File: src/rtl/wb_load_unit.sv
// wb_load_unit: writeback stage feeding the register file write port.
// ALU results are written the cycle after acceptance; loads run a
// req/gnt/rvalid handshake with data memory and extend the returned data.
// Optional feature macro: WB_TIMEOUT_EN (bounds the time spent in WAIT).
module wb_load_unit #(
    parameter int ADDR_WIDTH = 5,
    parameter int DATA_WIDTH = 32,
    parameter int TIMEOUT    = 255
) (
    input  logic                  clk,
    input  logic                  rst,
    input  logic                  in_valid,
    output logic                  in_ready,
    input  logic                  in_is_load,
    input  logic [2:0]            in_funct3,
    input  logic [ADDR_WIDTH-1:0] in_rd,
    input  logic                  in_wen,
    input  logic [DATA_WIDTH-1:0] in_result,
    output logic                  mem_req,
    output logic [DATA_WIDTH-1:0] mem_addr,
    input  logic                  mem_gnt,
    input  logic                  mem_rvalid,
    input  logic [DATA_WIDTH-1:0] mem_rdata,
    output logic                  rf_wen,
    output logic [ADDR_WIDTH-1:0] rf_rd,
    output logic [DATA_WIDTH-1:0] rf_wdata,
    output logic                  busy,
    output logic                  err_misaligned,
    output logic                  err_timeout
);

    typedef enum logic [1:0] {
        S_IDLE = 2'd0,
        S_REQ  = 2'd1,
        S_WAIT = 2'd2
    } state_t;

    state_t                  state_q, state_d;
    logic                    mem_req_q, mem_req_d;
    logic [DATA_WIDTH-1:0]   mem_addr_q, mem_addr_d;
    logic                    rf_wen_q, rf_wen_d;
    logic [ADDR_WIDTH-1:0]   rf_rd_q, rf_rd_d;
    logic [DATA_WIDTH-1:0]   rf_wdata_q, rf_wdata_d;
    logic                    err_mis_q, err_mis_d;
    logic [1:0]              off_q, off_d;
    logic [2:0]              f3_q, f3_d;
    logic [ADDR_WIDTH-1:0]   ld_rd_q, ld_rd_d;
    logic                    ld_wen_q, ld_wen_d;
    logic                    f3_legal;
    logic                    addr_misaligned;
    logic [7:0]              ld_byte;
    logic [15:0]             ld_half;
    logic [DATA_WIDTH-1:0]   ld_data;

`ifdef WB_TIMEOUT_EN
    localparam int CNT_W = 16;
    logic [CNT_W-1:0]        cnt_q, cnt_d;
    logic                    err_to_q, err_to_d;
`endif

    assign in_ready       = (state_q == S_IDLE);
    assign busy           = (state_q != S_IDLE);
    assign mem_req        = mem_req_q;
    assign mem_addr       = mem_addr_q;
    assign rf_wen         = rf_wen_q;
    assign rf_rd          = rf_rd_q;
    assign rf_wdata       = rf_wdata_q;
    assign err_misaligned = err_mis_q;
`ifdef WB_TIMEOUT_EN
    assign err_timeout    = err_to_q;
`else
    assign err_timeout    = 1'b0;
`endif

    // Classify the incoming load: legal funct3 and natural alignment.
    always_comb begin
        f3_legal = 1'b0;
        case (in_funct3)
            3'b000, 3'b001, 3'b010, 3'b100, 3'b101: f3_legal = 1'b1;
            default:                                f3_legal = 1'b0;
        endcase
        addr_misaligned = ((in_funct3[1:0] == 2'b01) && in_result[0]) ||
                          ((in_funct3 == 3'b010) && (in_result[1:0] != 2'b00));
    end

    // Select and extend the returned data using the latched offset/type.
    always_comb begin
        ld_byte = mem_rdata[8*off_q +: 8];
        ld_half = mem_rdata[16*off_q[1] +: 16];
        case (f3_q)
            3'b000:  ld_data = {{(DATA_WIDTH-8){ld_byte[7]}}, ld_byte};
            3'b001:  ld_data = {{(DATA_WIDTH-16){ld_half[15]}}, ld_half};
            3'b100:  ld_data = {{(DATA_WIDTH-8){1'b0}}, ld_byte};
            3'b101:  ld_data = {{(DATA_WIDTH-16){1'b0}}, ld_half};
            default: ld_data = mem_rdata;
        endcase
    end

    // Next-state and registered-output logic; pulses default low each cycle.
    always_comb begin
        state_d    = state_q;
        mem_req_d  = mem_req_q;
        mem_addr_d = mem_addr_q;
        rf_wen_d   = 1'b0;
        rf_rd_d    = rf_rd_q;
        rf_wdata_d = rf_wdata_q;
        err_mis_d  = 1'b0;
        off_d      = off_q;
        f3_d       = f3_q;
        ld_rd_d    = ld_rd_q;
        ld_wen_d   = ld_wen_q;
`ifdef WB_TIMEOUT_EN
        cnt_d      = cnt_q;
        err_to_d   = 1'b0;
`endif
        case (state_q)
            S_IDLE: begin
                if (in_valid) begin
                    if (!in_is_load) begin
                        rf_wen_d   = in_wen && (in_rd != '0);
                        rf_rd_d    = in_rd;
                        rf_wdata_d = in_result;
                    end else if (!f3_legal || addr_misaligned) begin
                        err_mis_d = 1'b1;
                    end else begin
                        state_d    = S_REQ;
                        mem_req_d  = 1'b1;
                        mem_addr_d = {in_result[DATA_WIDTH-1:2], 2'b00};
                        off_d      = in_result[1:0];
                        f3_d       = in_funct3;
                        ld_rd_d    = in_rd;
                        ld_wen_d   = in_wen;
                    end
                end
            end
            S_REQ: begin
                // rvalid is deliberately not looked at until WAIT.
                if (mem_gnt) begin
                    mem_req_d = 1'b0;
                    state_d   = S_WAIT;
`ifdef WB_TIMEOUT_EN
                    cnt_d     = '0;
`endif
                end
            end
            S_WAIT: begin
                if (mem_rvalid) begin
                    rf_wen_d   = ld_wen_q && (ld_rd_q != '0);
                    rf_rd_d    = ld_rd_q;
                    rf_wdata_d = ld_data;
                    state_d    = S_IDLE;
                end
`ifdef WB_TIMEOUT_EN
                else if (cnt_q == CNT_W'(TIMEOUT - 1)) begin
                    err_to_d = 1'b1;
                    state_d  = S_IDLE;
                end else begin
                    cnt_d = cnt_q + 1'b1;
                end
`endif
            end
            default: state_d = S_IDLE;
        endcase
    end

    // State and output registers; reset abandons any load in flight.
    always_ff @(posedge clk or posedge rst) begin
        if (rst) begin
            state_q    <= S_IDLE;
            mem_req_q  <= 1'b0;
            mem_addr_q <= '0;
            rf_wen_q   <= 1'b0;
            rf_rd_q    <= '0;
            rf_wdata_q <= '0;
            err_mis_q  <= 1'b0;
            off_q      <= '0;
            f3_q       <= '0;
            ld_rd_q    <= '0;
            ld_wen_q   <= 1'b0;
`ifdef WB_TIMEOUT_EN
            cnt_q      <= '0;
            err_to_q   <= 1'b0;
`endif
        end else begin
            state_q    <= state_d;
            mem_req_q  <= mem_req_d;
            mem_addr_q <= mem_addr_d;
            rf_wen_q   <= rf_wen_d;
            rf_rd_q    <= rf_rd_d;
            rf_wdata_q <= rf_wdata_d;
            err_mis_q  <= err_mis_d;
            off_q      <= off_d;
            f3_q       <= f3_d;
            ld_rd_q    <= ld_rd_d;
            ld_wen_q   <= ld_wen_d;
`ifdef WB_TIMEOUT_EN
            cnt_q      <= cnt_d;
            err_to_q   <= err_to_d;
`endif
        end
    end

endmodule

File: config.mk
export PLATFORM = sky130hd
export DESIGN_NAME = wb_load_unit
export DESIGN_NICKNAME = d
export VERILOG_FILES = /design/src/rtl/wb_load_unit.sv
export SDC_FILE = /design/constraint.sdc
export NUM_CORES = 1
export LEC_CHECK = 0
export CORE_MARGIN = 5
export CORE_UTILIZATION = 49
export DETAILED_ROUTE_END_ITERATION = 6
export GPL_ROUTABILITY_DRIVEN = 1
export GPL_TIMING_DRIVEN = 1
export PLACE_DENSITY = 0.91
export SETUP_SLACK_MARGIN = 0.05
export SKIP_LAST_GASP = 1
export SLEW_MARGIN = 0
export SYNTH_ARGS = -nofsm -noshare
export SYNTH_HDL_FRONTEND = slang
export SYNTH_SLANG_ARGS = --single-unit
File: constraint.sdc
create_clock -name clk -period 4.2 [get_ports clk]
set_input_delay 0.84 -clock clk [delete_from_list [all_inputs] [get_ports clk]]
set_output_delay 0.84 -clock clk [all_outputs]
set_load 0.03 [all_outputs]
* After elaboration in Yosys (flattened, before gate mapping)
Index checks and enable logic that the tools add are counted.
** Word-level totals
- Register bits :: 83
- Latch bits :: 0
- Bits in writable memories :: 0
- Bits in read-only memories :: 0
- Input bits :: 79
- Output and inout port bits :: 75
- Word-level logic and storage cells :: 80
- Memories kept :: 0
** Operators by class
- $add $sub $neg :: 0
- Multiply operators :: 0
- Divide/modulo/power cells :: 0
- $lt $le $gt $ge :: 0
- Equal/unequal tests :: 16
- Shift operators :: 2
- Multiplexer cells :: 29
- Bitwise gates (word level) :: 1
- Reduce and logical (&&, ||, !) cells :: 21
** Operators by type and width (count)
- 32-bit case mux with 4 select lines :: 1
- 32-bit two-way mux :: 3
- 32-bit case mux with 2 select lines :: 1
- 32-bit by 6-bit variable part select with 16-bit output :: 1
- 32-bit by 6-bit variable part select with 8-bit output :: 1
- 5-bit two-way mux :: 3
- 3-bit == test, second input constant :: 4
- 1-bit two-way mux :: 12
- 2-bit two-way mux :: 5
- 2-bit inequality test, second input constant :: 5
- 5-bit case mux with 2 select lines :: 1
- 5-bit AND reduction :: 2
- 5-bit nonzero test :: 2
- 4-bit AND reduction :: 2
- 2-bit nonzero test :: 4
- 3-bit by 1-bit == test with 1-bit output, second input constant :: 2
- 3-bit zero test :: 2
- 2-bit case mux with 3 select lines :: 1
- 5-bit OR reduction :: 1
- 2-bit by 1-bit == test with 1-bit output, second input constant :: 2
- 1-bit logical AND :: 4
- 1-bit case mux with 2 select lines :: 2
- 3-bit by 2-bit == test with 1-bit output, second input constant :: 1
- 2-bit == test, second input constant :: 1
- 5 further kinds :: 6

* Longest topological paths before layout
- Word-level depth :: 9
- Gate-level depth with buffers :: 7
- Gate-level depth less buffers :: 4

* Worst setup path after synthesis
OpenSTA, ideal clock, no wires.
- Path kind :: reg-to-output
- From :: register state_q[1]
- To :: output busy
- Data arrival time :: 1.335 ns
- Required time :: 3.360 ns
- Path slack :: 2.025 ns
- Stages on the path, launching flop included :: 4
- Buffers on the path :: 1
- Path through :: dfrtp_1 buf_2 nor2_1 inv_1
** Between the ends
- Longest elaborated chain between the ends :: 1
** RTL lines
- start, declared :: RTL line 38 : state_t state_q, state_d;
- start signal, assigned :: RTL line 185 : state_q <= state_d;
- 2-bit nonzero test :: RTL line 62 : assign busy = (state_q != S_IDLE);
- end, declared :: RTL line 27 : output logic busy,
No other way between the ends.

* Worst setup path after layout
Same ends and word-level chain as after synthesis.

==> run_results.csv <==
group,metric,value,unit
synth,synth_cells,431,
floorplanning,die_w,104,um
setup_path,worstPathRequired,3.36,ns
synth,syn-mean-instance-area,10.0,um2
floorplanning,core_area,0.00864,mm2
drt,viasPerCell,6.00,
run_status,status,"finished clean",
clock_network,hold_buffers,0,
clock_network,htree_levels,3,
setup_path,reg2reg_slack,1.58,ns
setup_path,r2r_cells,4,
clock_network,clock_path_buffers,2,
setup_path,rr_endpoint,"rf_wdata[16]",
placement,place_congestion,0.906,
hold_path,min_path_cells,1,
sta,tightest_slew,1.10,ns
synth,synth_xor_area_frac,0,
drt,drc_errors,0,
placement,dpl.hpwl,9740,um
clock_network,clock_tree.root_cell,"clkbuf_8",
synth,synth.distinct_cells,43,
synth,synth_mux_area_frac,0.127,
placement,portBuffers,150,
final_layout,stdcell_count,676,
final_layout,layout-drive-gt1-share,0.148,
clock_network,path_clk_slew,0.09,ns
drt,routed-via-count,4056,
setup_path,start_kind,"flop",
final_layout,multiInputGateArea,0.00200,mm2
power,p_leak,2.44,nW
placement,placedCellCount,660,
final_layout,diodes,0,
hold_path,hold_path.class,"flop to flop",
final_layout,nFillCells,636,
sta,relSlewSlack,0.264,
synth,synth_fa_ha_area_frac,0,
sta,whs,0.508,ns
final_layout,register_area,0.00208,mm2
final_layout,syn2layout_area_growth,40.2,%
synth,synth_top_family_by_area,"compound AO/OA/AOI/OAI gates",
flow_run,max_cap_violations,0,
setup_path,arrival,1.87,ns
synth,synth-edff-count,0,
sta,clock.fmax,368,MHz
clock_network,postCtsSetupBuffers,0,
sta,post-route-min-period,2.71,ns
floorplanning,die_y,104,um
drt,avgRoutedWirePerCell,19.4,um
synth,ys_ff_latch,83,
placement,placed_area,0.00584,mm2
drt,ant_nets,0,
floorplanning,start_util,0.500,
sta,setup_viol,0,
drt,drt_pass1_iterations,4,
sta,finalSetupTns,0,ns
floorplanning,rows,34,
global_route,antenna_found_initial,0,
final_layout,fin_nets,642,
synth,synthArstFlopShare,1.00,
global_route,grt_overflow_total,0,
global_route,grt_pass1_wl,21500,um
synth,yosys_warnings,0,
floorplanning,die_area,0.0108,mm2
global_route,grt_start_max_net_pins,48,
drt,wirelength,13100,um
setup_path,rr_startpoint,"state_q[1]",
global_route,grt.total_usage,0.243,
setup_path,crit_path_end_kind,"output pin",
synth,synth_seq_area_share,0.481,
clock_network,cts_buffers,9,
drt,first_iter_violations,326,
hold_path,hp-start,"mem_addr[4]",
sta,finalCritPeriodShare,0.646,
synth,synth-simple-area-share,0.152,
clock_network,cts.sinks,83,
final_layout,design_area,0.00605,mm2
sta,finalMaxSlewViolations,0,
synth,yosys.area.top_type,"dfrtp_1",
setup_path,path_class,"flop to output pin",
synth,synth_compound_area_frac,0.180,
synth,synth.cell_area,0.00432,mm2
synth,netlist.area_leader.share,0.481,
setup_path,crit_fanout,13,
final_layout,final_util,0.701,
hold_path,hold_path_end,"mem_addr[4]",
sta,rsz0062_at_grt,"false",
global_route,grt_pass1_vias,4119,
power,power_density,595,mW/mm2
sta,hold_viol,0,
synth,ys.flop_type,"dfrtp_1",
clock_network,cts_resized,0,
synth,synth.area.top_cells,"dfrtp_1, mux2_2, nand2_1",
clock_network,clk_latency,0.35,ns
floorplanning,io_pins,154,
power,irDropWorstVdd,0.366,mV
clock_network,cts_tree,"done",
sta,finClkSkew,0.00791,ns
-- cell type report --
class / count / area share
flip-flops and latches: 83 / 0.343
inverters: 19 / 0.0120
multi-input cells: 293 / 0.331
repair buffers: 157 / 0.257
clock inverters: 5 / 0.00992
clock buffers: 11 / 0.0250
well taps: 108 / 0.0223
-- per-layer routing --
layer | wire (um) | up-vias | track usage
met3 | 1100 | 34 | 0.0627
met2 | 6570 | 217 | 0.404
li1 | - | 1820 | -
met4 | 372 | 0 | 0.0870
met1 | 5080 | 1985 | 0.306
met5 | 0 | - | 0
-- power by group --
group,switching [mW],internal [mW],total (mW),leakage [nW]
clock network,0.302,0.310,0.611,0.106
logic,0.935,0.759,1.69,1.37
registers,0.242,1.06,1.30,0.972
-- state kept, by name (all words and copies together), names as in the netlist, 2 cells and up --
signal / flops
rf_rd: 5
state_q: 2
f3_q: 3
ld_rd_q: 5
off_q: 2
rf_wdata: 32
mem_addr: 30
-- synth_stat cells, types with 6 or more instances --
| master | instances |
|---|---|
| mux2_2 | 44 |
| nand3_1 | 14 |
| a21oi_1 | 26 |
| a211oi_1 | 9 |
| buf_2 | 12 |
| o21ai_0 | 12 |
| nand2_1 | 41 |
| nor3_1 | 17 |
| dfrtp_1 | 83 |
| a32o_1 | 6 |
| inv_1 | 19 |
| nand3b_1 | 17 |
| a211oi_2 | 10 |
| clkbuf_1 | 19 |
| nor2_1 | 34 |
| o211ai_1 | 14 |
| o22ai_1 | 12 |
-- cells in the final DEF, fill, tap and decap left out, types with 14 or more instances in the layout --
cell type and count:
clkdlybuf4s50_1 150, dfrtp_1 83, mux2_2 44, nand2_1 41, nor2_1 34, a21oi_1 26, inv_1 18, nand3b_1 17
nor3_1 17, o211ai_1 14, nand3_1 14
-- logic make-up after synthesis --
logic type,count (synthesis)
AND/OR/NAND/NOR,136
AO/OA/AOI/OAI,106
flip-flops,83
buffers and inverters,57
multiplexers,48
other,1
-- worst max path at each step --
| stage | from | end | slack (ns) | depth (start not counted) |
|---|---|---|---|---|
| floorplan | rst | err_misaligned | 1.22 | 1 |
| global placement | in_is_load | rf_wdata[6] | 1.44 | 6 |
| detailed placement | in_is_load | rf_wdata[4] | 1.34 | 6 |
| CTS | state_q[1] | busy | 1.47 | 3 |
| global route | state_q[1] | rf_wdata[16] | 1.37 | 4 |
| finish | state_q[1] | busy | 1.49 | 3 |
-- worst max-delay path: stages (launching register included) --
cell and delay (ns):
dfrtp_1 0.61, nor2_1 0.13, inv_1 0.11, clkdlybuf4s50_1 0.67
-- per-stage QoR --
stage                     power [mW]  setup slack [ns]
after floorplan                 2.28              1.22
after global placement          2.94              1.44
after detailed placement        3.00              1.34
after CTS                       3.62              1.47
after global routing            3.79              1.37
final                           3.60              1.49
Note: power is estimated with default switching activity, not from simulation.
==> variant (same flow settings) <==
Encoding of `state_t`: now one-hot (3 bits for 3 states).
--- a/src/rtl/wb_load_unit.sv
+++ b/src/rtl/wb_load_unit.sv
@@ -29,10 +29,10 @@
     output logic                  err_timeout
 );
 
-    typedef enum logic [1:0] {
-        S_IDLE = 2'd0,
-        S_REQ  = 2'd1,
-        S_WAIT = 2'd2
+    typedef enum logic [2:0] {
+        S_IDLE = 3'b001,
+        S_REQ  = 3'b010,
+        S_WAIT = 3'b100
     } state_t;
 
     state_t                  state_q, state_d;
Formal check against the unedited RTL: same outputs for any inputs over 4 cycles, from zero or initial values and one cycle with rst high; so few cycles prove little.
==> variant against the original RTL <==
- design area increased by 2.2%
- worst hold slack improved by 0.0035 ns
- first-iteration DRC count shrank 16%
- synthesized area grew 3.2%
- wire length decreased by 0.13%
- worst setup slack got worse by 0.20 ns
- sequential cell count rose by 1
- via count decreased by 7.1%
- fmax shrank 7.0%
- count of clock-buffer cells in the layout is 2 lower
- power is 17% lower
- critical path type is now input pin to flop
- critical endpoint is now off_q[1]
==> variant: results (changes against the original RTL) <==
[run_status]
status=finished clean

[synth]
syn_area_um2=4450  ; +3.2%
synth_cell_type_count=45  ; +4.7%
async_reset_ff_share_pct=100  ; unchanged
yosys-top-cells-area=dfrtp_1 47%, mux2_4 13%, mux2i_1 5.8%
synth_fa_ha_area_share_pct=0  ; unchanged
synth_mux_area_share_pct=21.4  ; +8.7 points
synth-xor-area-share_pct=0  ; unchanged
ys.warnings.count=0  ; unchanged
ys_top_cells_by_count=83 x dfrtp_1, 42 x a21oi_1, 38 x mux2_4
synth-seq-area-share_pct=47.2  ; -0.90 points
synth-compound-area-share_pct=15.3  ; -2.7 points

[sta]
maxSlewViolCount=0  ; unchanged
worst_pin_slew_ns=1.24  ; +0.138 ns
fin_skew_ns=0.0133  ; +0.00540 ns
finalSetupTns_ns=0  ; unchanged

[placed_design]
placed_area_um2=5960  ; +2.1%
port_buffers=150  ; unchanged
gp_congestion=0.905  ; about the same
hpwl_um=9900  ; +1.7%

[clocking]
numCtsBuffers=9  ; unchanged
clockBufferDepth=2  ; unchanged
clock_latency_ns=0.36
cts_setup_buffers=0  ; unchanged
path_clk_slew_ns=0.08
cts-root-buf=clkbuf_8
htree_levels=3  ; unchanged
cts_resized=0  ; unchanged

[grt]
antenna_found_initial=0  ; unchanged
grt_pass1_vias=3879  ; -5.8%
grt_first_pass_wirelength_um=20600  ; -4.3%
grtUsageTotal_pct=23.2  ; -1.1 points
grt_max_degree=46  ; -4.2%

[routing]
drt_iter0_markers=273  ; -16%
finalWirelength_um=13100  ; -0.13%
vias_per_cell=5.84  ; -2.7%
dr.pass1.iters=5  ; +1

[power_and_ir_drop]
power.leakage_nw=2.68  ; +9.6%
peakVddDrop_v=0.000286  ; -22%

[cells_and_area]
diodes=0  ; unchanged
drive_gt1_share_pct=15.1  ; +0.30 points
largest_register_ffs=32  ; unchanged
fin_nets=611  ; -4.8%

[setup_path]
crit_arrival_ns=3.15  ; +1.28 ns
crit_fanout=41  ; +28

[min_path]
min_path_type=flop to flop

[variant: cell families (layout without fill, tap and decap cells)]
family / count (synthesis) / count (layout)
and+or+nand+nor: 93 / 93
other: 1 / 3
buffers and inverters: 36 / 176
AOI/OAI and AO/OA: 106 / 106
muxes: 75 / 75
DFF: 84 / 84
[variant: cell type report]
cell class,count,area [µm²]
well taps,108,135
multi-input cells,277,2160
clock buffers,9,124
inverters,4,16.3
repair buffers,156,1550
clock inverters,7,98.8
fillers,630,2620
flip-flops and latches,84,2100
[variant: per-layer routing]
layer	GRT usage (%)	share of wire [%]	vias up
met5	0	0	-
met4	11.1	3.8	0
met3	5.07	6.9	40
met2	38.1	50	181
met1	29.3	40	1832
li1	-	-	1713
[variant: worst paths after layout]
kind,from,end,slack [ns],depth (start not counted)
worst min-delay path,rf_wdata[2],rf_wdata[2],0.51,1
max in group asynchronous,rst,state_q[0],2.73,3
worst min register to register,rf_wdata[2],rf_wdata[2],0.51,1
worst max-delay path,in_result[1],off_q[1],1.28,5
min in group asynchronous,rst,mem_addr[12],0.69,2
worst max register to register,off_q[1],rf_wdata[30],1.62,4
[variant: stage by stage]
stage,util (%),std cells,setup WS (ns)
after global routing,70.2,645,1.16
after floorplan,-,397,1.20
final,70.2,645,1.28
after global placement,67.7,629,1.06
after detailed placement,67.7,629,0.983
after CTS,70.2,645,1.34
[variant: report_power, final]
group / switching (mW) / leakage (nW) / internal (mW) / total [mW]
Sequential: 0.168 / 0.993 / 0.986 / 1.15
Clock: 0.303 / 0.110 / 0.339 / 0.642
Combinational: 0.623 / 1.57 / 0.584 / 1.21
[variant: critical path: stages]
cell and delay, ns:
clkdlybuf4s50_1 0.48, o41ai_1 0.80, nand2b_2 0.19, buf_4 0.38, mux2_4 0.40
